$ cat config.mk
export PLATFORM = sky130hd
export DESIGN_NAME = simon_encrypt_core
export DESIGN_NICKNAME = d
export VERILOG_FILES = /design/src/rtl/simon_pkg.sv /design/src/rtl/simon_round.sv /design/src/rtl/simon_encrypt_core.sv
export SDC_FILE = /design/constraint.sdc
export NUM_CORES = 1
export LEC_CHECK = 0
export ABC_AREA = 1
export CAP_MARGIN = 10
export CORE_AREA = 2 2 262 264
export CTS_BUF_LIST = sky130_fd_sc_hd__clkbuf_8
export DETAILED_ROUTE_END_ITERATION = 10
export DIE_AREA = 0 0 264 266
export PLACE_DENSITY_LB_ADDON = 0.08
export RECOVER_POWER = 100
export SLEW_MARGIN = 0
export SYNTH_ARGS = -nofsm -noshare
export SYNTH_HDL_FRONTEND = slang
export SYNTH_HIERARCHICAL = 1
export SYNTH_SLANG_ARGS = --single-unit
$ cat constraint.sdc
create_clock -name clk_100MHz -period 2.8 [get_ports clk_100MHz]
set_clock_uncertainty 0.15 [all_clocks]
set_input_delay 0.84 -clock clk_100MHz [delete_from_list [all_inputs] [get_ports clk_100MHz]]
set_output_delay 0.84 -clock clk_100MHz [all_outputs]
set_load 0.01 [all_outputs]
$ cat src/rtl/simon_pkg.sv
// Shared constants, state encoding and rotate helpers for the SIMON 128/128 encryption core.
package simon_pkg;

  localparam int SIMON_WORD   = 64;
  localparam int SIMON_ROUNDS = 68;

  // SIMON z2 sequence, bit 0 is consumed in the first round.
  localparam logic [61:0] Z2 = 62'b11001101101001111110001000010100011001001011000000111011110101;

  typedef enum logic [1:0] {
    IDLE = 2'd0,
    RUN  = 2'd1,
    DONE = 2'd2
  } simon_state_e;

  function automatic logic [SIMON_WORD-1:0] rotl(input logic [SIMON_WORD-1:0] v,
                                                 input int unsigned n);
    return (v << n) | (v >> (SIMON_WORD - n));
  endfunction

  function automatic logic [SIMON_WORD-1:0] rotr(input logic [SIMON_WORD-1:0] v,
                                                 input int unsigned n);
    return (v >> n) | (v << (SIMON_WORD - n));
  endfunction

endpackage

$ cat src/rtl/simon_round.sv
// One SIMON 128/128 round plus one step of the two-word key schedule, purely combinational.
module simon_round
  import simon_pkg::*;
(
  input  logic [SIMON_WORD-1:0] x_i,
  input  logic [SIMON_WORD-1:0] y_i,
  input  logic [SIMON_WORD-1:0] k0_i,
  input  logic [SIMON_WORD-1:0] k1_i,
  input  logic                  zbit_i,
  output logic [SIMON_WORD-1:0] x_o,
  output logic [SIMON_WORD-1:0] y_o,
  output logic [SIMON_WORD-1:0] k_o
);

  logic [SIMON_WORD-1:0] f_x;
  logic [SIMON_WORD-1:0] t;

  always_comb begin
    f_x = (rotl(x_i, 1) & rotl(x_i, 8)) ^ rotl(x_i, 2);
    t   = rotr(k1_i, 3) ^ rotr(k1_i, 4);
    x_o = y_i ^ f_x ^ k0_i;
    y_o = x_i;
    // ~k0 ^ 3 is the SIMON round constant c = 2^64 - 4 folded into k0.
    k_o = ~k0_i ^ t ^ {{(SIMON_WORD-1){1'b0}}, zbit_i} ^ 64'h3;
  end

endmodule

$ cat src/rtl/simon_encrypt_core.sv
// Iterative SIMON 128/128 encryptor: one round per clock, IDLE -> RUN -> DONE control.
// Handshakes: a transfer happens on a rising edge where valid and ready are both high;
// the producer holds data stable while valid is high and ready is low.
module simon_encrypt_core
  import simon_pkg::*;
#(
  parameter int ROUNDS = SIMON_ROUNDS,
  parameter int WORD   = SIMON_WORD
) (
  input  logic               clk_100MHz,
  input  logic               reset_n,
  input  logic               in_valid,
  output logic               in_ready,
  input  logic [4*WORD-1:0]  in_data,
  output logic               out_valid,
  input  logic               out_ready,
  output logic [2*WORD-1:0]  out_data,
  output logic               busy,
  output simon_state_e       dbg_state
);

  localparam logic [6:0] LAST_RND = 7'(ROUNDS - 1);

  simon_state_e    state_q, state_d;
  logic [WORD-1:0] x_q, x_d, y_q, y_d;
  logic [WORD-1:0] k0_q, k0_d, k1_q, k1_d;
  logic [6:0]      rnd_q, rnd_d;
  logic [5:0]      zi_q, zi_d;

  logic [WORD-1:0] x_nx, y_nx, k_nx;

  simon_round u_round (
    .x_i    (x_q),
    .y_i    (y_q),
    .k0_i   (k0_q),
    .k1_i   (k1_q),
    .zbit_i (Z2[zi_q]),
    .x_o    (x_nx),
    .y_o    (y_nx),
    .k_o    (k_nx)
  );

  always_comb begin
    state_d = state_q;
    x_d     = x_q;
    y_d     = y_q;
    k0_d    = k0_q;
    k1_d    = k1_q;
    rnd_d   = rnd_q;
    zi_d    = zi_q;
    unique case (state_q)
      IDLE: begin
        if (in_valid) begin
          k1_d    = in_data[255:192];
          k0_d    = in_data[191:128];
          x_d     = in_data[127:64];
          y_d     = in_data[63:0];
          rnd_d   = '0;
          zi_d    = '0;
          state_d = RUN;
        end
      end
      RUN: begin
        x_d  = x_nx;
        y_d  = y_nx;
        k0_d = k1_q;
        k1_d = k_nx;
        zi_d = (zi_q == 6'd61) ? 6'd0 : zi_q + 6'd1;
        // The round counter parks on the last index instead of wrapping.
        if (rnd_q == LAST_RND) state_d = DONE;
        else                   rnd_d   = rnd_q + 7'd1;
      end
      DONE: begin
        if (out_ready) state_d = IDLE;
      end
      default: state_d = IDLE;
    endcase
  end

  always_ff @(posedge clk_100MHz or negedge reset_n) begin
    if (!reset_n) begin
      state_q <= IDLE;
      x_q     <= '0;
      y_q     <= '0;
      k0_q    <= '0;
      k1_q    <= '0;
      rnd_q   <= '0;
      zi_q    <= '0;
    end else begin
      state_q <= state_d;
      x_q     <= x_d;
      y_q     <= y_d;
      k0_q    <= k0_d;
      k1_q    <= k1_d;
      rnd_q   <= rnd_d;
      zi_q    <= zi_d;
    end
  end

  assign in_ready  = (state_q == IDLE);
  assign out_valid = (state_q == DONE);
  assign busy      = (state_q == RUN);
  assign out_data  = {x_q, y_q};
  assign dbg_state = state_q;

endmodule

# ---- Word level (Yosys, flattened, before mapping)
# Memories as Yosys holds them, arrays and structs flattened.
# Cells that the tools add are included.
dict set report op_classes {
  n_addsub 2
  n_lt_le_gt_ge 1
  eq_ne 8
  n_mux 19
  n_bitwise 14
  reduce_logical 5
}
# operator n
set ops {}
lappend ops {{64-bit one-hot mux with 2 select lines} 4}
lappend ops {{64-bit bitwise XOR} 5}
lappend ops {{64-bit 2-to-1 mux} 4}
lappend ops {{64-bit bitwise AND} 1}
lappend ops {{64-bit inverter} 1}
lappend ops {{60-bit by 64-bit OR with 64-bit output} 1}
lappend ops {{61-bit by 64-bit OR with 64-bit output} 1}
lappend ops {{64-bit by 1-bit OR with 64-bit output} 1}
lappend ops {{64-bit by 2-bit OR with 64-bit output} 1}
lappend ops {{64-bit by 8-bit OR with 64-bit output} 1}
lappend ops {{64-bit by 1-bit bitwise XOR with 64-bit output} 1}
lappend ops {{7-bit 2-to-1 mux} 2}
lappend ops {{7-bit one-hot mux with 2 select lines} 1}
lappend ops {{6-bit 2-to-1 mux} 2}
lappend ops {{6-bit one-hot mux with 2 select lines} 1}
lappend ops {{7-bit by 1-bit adder with 7-bit output, second input constant} 1}
lappend ops {{7-bit equality test, second input constant} 1}
lappend ops {{6-bit by 7-bit less-than comparator with 1-bit output, second input constant} 1}
lappend ops {{6-bit by 1-bit adder with 6-bit output, second input constant} 1}
lappend ops {{6-bit equality test, second input constant} 1}
lappend ops {{2-bit 2-to-1 mux} 3}
lappend ops {{2-bit one-hot mux with 3 select lines} 1}
lappend ops {{3-bit AND reduction} 2}
lappend ops {{2-bit by 1-bit != test with 1-bit output, second input constant} 2}
lappend ops {{other kinds (8)} 9}
dict set report totals {
  reg_bits 271
  mem_bits_ro 64
  input_bits 260
  elab_cells 57
  mem_count 1
}
# name depth width read_ports rd_clocked_by_memory_dff write_ports line_no
set mem_list {}
lappend mem_list {{(name not given)} 64 1 1 0 0 simon_encrypt_core.sv:37} ;# .zbit_i (Z2[zi_q]),

# ---- Longest topological paths before layout
dict set report logic_depth {
  ltp_word 6
  ltp_mapped 17
  depth_no_buf 17
}

# ---- Cells and area by module
# Netlist, hierarchy kept.
# mod n_inst cells_per_inst area_per_inst_um2
set by_module_without_submodules {}
lappend by_module_without_submodules {simon_encrypt_core 1 1531 13828.3}
lappend by_module_without_submodules {simon_round 1 1544 6274.8}

# ---- Worst setup path before layout
# OpenSTA, ideal clock, no wires.
dict set report synth_path {
  path_kind {flip-flop to flip-flop}
  start {reg zi_q[0]}
  end {reg k1_q[0]}
  setup_ns 0.092
  t_arrival_ns 1.747
  t_required_ns 2.558
  path_slack_ns 0.811
  path_stages_with_launch 18
  cell_sequence {dfrtp_1 inv_1 ha_1 inv_1 nand2_1 nand2_1 nand2_1 nand2_1 nand2_1 a21oi_1 inv_1 nand2_1 nand2_1 inv_1 nand2_1 nand2_1 nor2_1 o31ai_2}
}
dict set report synth_between {
  elab_chain_cells 5
}
# element line_no
set synth_rtl {}
lappend synth_rtl {{from (decl)} simon_encrypt_core.sv:28} ;# logic [5:0] zi_q, zi_d;
lappend synth_rtl {{from (signal assigned)} simon_encrypt_core.sv:96} ;# zi_q <= zi_d;
lappend synth_rtl {{memory read 64 x 1 bit} --}
lappend synth_rtl {{1-bit 2-to-1 mux (implied by the code)} simon_encrypt_core.sv:37}
lappend synth_rtl {{64-bit by 1-bit bitwise XOR with 64-bit output} simon_round.sv:24} ;# k_o = ~k0_i ^ t ^ {{(SIMON_WORD-1){1'b0}}, zbit_i} ^ 64'h3;
lappend synth_rtl {{2-bit inverter (no line)} --}
lappend synth_rtl {{net k_nx[0]} simon_encrypt_core.sv:30} ;# logic [WORD-1:0] x_nx, y_nx, k_nx;
lappend synth_rtl {{64-bit one-hot mux with 2 select lines} simon_encrypt_core.sv:51} ;# unique case (state_q)
lappend synth_rtl {{to (signal assigned)} simon_encrypt_core.sv:94} ;# k1_q <= k1_d;
lappend synth_rtl {{to (decl)} simon_encrypt_core.sv:26} ;# logic [WORD-1:0] k0_q, k0_d, k1_q, k1_d;
# The timed path passes the listed nets, and every way through them passes these cells. The select of a mux whose other input is x is not followed.
# A chain may end at the register's enable or synchronous reset.

# ---- Worst setup path in the final report
dict set report layout_path {
  start {reg y_q[12]}
  end {out out_data[12]}
}
# element line_no
set layout_rtl {}
lappend layout_rtl {{from (decl)} simon_encrypt_core.sv:25} ;# logic [WORD-1:0] x_q, x_d, y_q, y_d;
lappend layout_rtl {{from (signal assigned)} simon_encrypt_core.sv:92} ;# y_q <= y_d;
lappend layout_rtl {{to (decl)} simon_encrypt_core.sv:17} ;# output logic [2*WORD-1:0] out_data,
# No word-level cell between the ends.

==> results.yml <==
final_layout:
  final_layout_size_suffix_gt1_share_pct: 9.35
  seqCellArea_um2: 6800
  multiInputGateArea_um2: 10700
  fillCellCount: 7364
  design_area_um2: 25700
  fin_nets: 3717
  area_growth_pct: 27.9
critical_path:
  cp_cell_sequence: "clkdlybuf4s50_1"
  critPathSlowestCell: "clkdlybuf4s50_1"
  reg2regPathDepth: 6
  cpPeakStageDelay_ns: 0.61
  regToRegStartpoint: "dbg_state[0]$_DFFE_PN0P_"
  cp_num_buf_inv: 1
  crit_family: "buffers and inverters"
  crit_arrival_ns: 1.74
  crit_required_ns: 1.81
  reg2reg_slack_ns: 0.25
  r2r_end: "x_q[21]$_DFFE_PN0P_"
  critPathKind: "reg2out"
  crit_fanout: 5
  crit_path_start_kind: "register"
  end_kind: "output pin"
grt:
  antenna_found_initial: 3
  grt_pass1_vias: 19900
  overflow: 0
  grt_max_degree: 105
  grt_pass1_wl_mm: 114
  grt_use_total_pct: 20.7
timing:
  setup_violations: 0
  period_share_pct: 97.3
  rsz0062_at_grt: "false"
  setup_tns_ns: 0
  min_period_ns: 2.73
  maxSlewViolCount: 0
  maxSlewHeadroom_pct: 29.0
  fmax_mhz: 367
  tightestPinTransition_ns: 1.07
  hold_viol_final: 0
floorplan:
  die_y_um: 266
  die_w_um: 264
  io_pins: 393
  core_area_um2: 67700
  rows: 96
  die_area_um2: 70200
  initial_core_util_pct: 29.7
worst_hold_path:
  worstHoldStart: "rnd_q[1]$_DFFE_PN0P_"
  holdPathEnd: "rnd_q[1]$_DFFE_PN0P_"
  hold_depth: 2
  min_path_type: "reg2reg"
yosys:
  synth_ff_type: "dfrtp_1"
  ys_warn_count: 6
  synthXorXnorAreaFrac_pct: 0.174
  synth_top_family_by_area: "simple AND/OR/NAND/NOR gates"
  async_reset_ff_share_pct: 100
  yosysMostFrequentCell: "nand2_1"
  syn_area_um2: 20100
  synth-edff-count: 0
  yosysUniqueCellTypes: 24
  synth_cells: 3075
  syn_nets: 3340
  yosysTopAreaCellShare_pct: 33.7
  synth_common_cells: "nand2_1 (1328), nor2_1 (525), inv_1 (276)"
  yosys.area.top_type: "dfrtp_1"
  netlist_top_cells_area: "dfrtp_1 (34%), nand2_1 (25%), o31ai_2 (12%)"
  synth-adder-area-share_pct: 0.311
  yosysSeqAreaShare_pct: 33.7
  avgSynthCellArea_um2: 6.54
  synth_compound_area_share_pct: 14.8
  synthMuxAreaShare_pct: 0
  ys_ff_latch: 271
  synthSimpleGateAreaFrac_pct: 39.8
clocking:
  root_buffer: "clkbuf_8"
  htreeDepth: 2
  cts_buffers: 58
  cts_buffer_depth: 3
  numClockSinks: 271
  clk-insertion-delay-late_ns: 0.65
  path_clk_slew_ns: 0.06
  cts_tree: "built"
pwr:
  finalPower_mw: 36.0
  peakVddDrop_uv: 440
  p_per_area_nw_per_um2: 1400
  leakage_nw: 12.9
routing:
  drtIter0Drc: 1301
  drt.antenna.violating_nets: 0
  routedWlPerCell_um: 16.9
  num_vias: 20600
  drtPass1Iterations: 5
  viasPerCell: 4.71
  post-route-drc-count: 0
  wl_mm: 74.0
placement:
  placed_area_um2: 24800
  routabilityCongestion: 0.824
  port_buffers: 392
  post-dp-hpwl_mm: 55.5
run_status:
  status: "complete, no violations"
run:
  maxCapViolations: 0
-- registers in the layout (all words and copies together), names as in the netlist --
register,flops
zi_q,6
k1_q,64
rnd_q,7
dbg_state,2
y_q,64
x_q,64
k0_q,64
-- metal layers --
metal	up-vias	part of all wire [%]	GRT usage, %
met5	-	0	0
met4	0	2.9	6.86
met3	99	4.6	2.89
met2	492	47	34.8
met1	9661	45	27.4
li1	10400	-	-
-- cell families (layout without fill, tap and decap cells) --
family                     Yosys count  in the layout
adders and majority gates            5              5
and+or+nand+nor                   2062           2062
AOI/OAI and AO/OA                  274            274
buffers and inverters              459            882
xor gates and xnor gates             4              4
DFF                                271            271
other                                0              1
-- cells in the final DEF (no fill, tap or decap) --
cell and instances:
clkbuf_2 12, clkbuf_8 80, nand2_1 1328, nor3_1 1, o31ai_2 114, dlygate4sd2_1 5
o21ai_0 8, nand2_4 1, o21ai_1 1, nor2_1 525, ha_1 5, nand3_1 205
dlygate4sd3_1 75, inv_1 293, clkdlybuf4s50_1 312, buf_6 2, clkinv_2 10, dfrtp_2 16
dfrtp_1 255, buf_12 12, diode_2 1, nor2_4 1, a21oi_1 5, buf_4 75
o22ai_1 4, inv_4 1, clkbuf_1 2, o31ai_1 142, xor2_1 4, nand4_1 1
clkbuf_4 2, bufinv_16 1
-- worst max path at each step --
stage,from,to,slack [ns],cells past startpoint
4_1_cts,x_q[50]$_DFFE_PN0P_,out_data[114],0.00002,1
6_report,y_q[12]$_DFFE_PN0P_,out_data[12],0.07,1
5_1_grt,y_q[12]$_DFFE_PN0P_,out_data[12],0.002,1
3_3_place_gp,in_valid,x_q[47]$_DFFE_PN0P_,0.10,6
2_1_floorplan,zi_q[0]$_DFFE_PN0P_,k1_q[0]$_DFFE_PN0P_,0.81,17
3_5_place_dp,in_valid,x_q[47]$_DFFE_PN0P_,0.09,6
-- power by group --
group	total, mW	leakage [nW]	internal [mW]	switching, mW
Combinational	22.3	8.99	9.26	13.0
Clock	4.59	0.708	2.61	1.98
Sequential	9.10	3.23	6.25	2.85
Total	36.0	12.9	18.1	17.9
-- layout make-up --
cell class / count / area share (%)
Antenna cell: 1 / 0.00973
Clock buffer: 80 / 4.28
Clock inverter: 26 / 0.530
Inverter: 279 / 4.08
Multi-Input combinational cell: 2345 / 41.6
Sequential cell: 271 / 26.4
Tap cell: 882 / 4.29
Timing Repair Buffer: 497 / 18.8
-- per-stage QoR --
step	worst slack [ns]	util, %	hold WS, ns	cells
final	0.0743	38.0	0.359	4381
after global routing	0.00220	38.0	0.406	4381
after CTS	0.0000173	38.7	0.365	4377
after detailed placement	0.0923	36.7	0.354	4258
after global placement	0.100	36.7	0.337	4258
after floorplan	0.811	-	0.318	3075
-- repair_timing --
action / in CTS / in global routing
pin swaps: 1 / 0
setup buffers: 12 / 3
hold endpoints to repair: 30 / 0
setup endpoints to repair: 21 / 2
hold buffers: 1 / 0
gates resized for setup: 23 / 1
No activity file was read; power rests on OpenSTA's default activity.
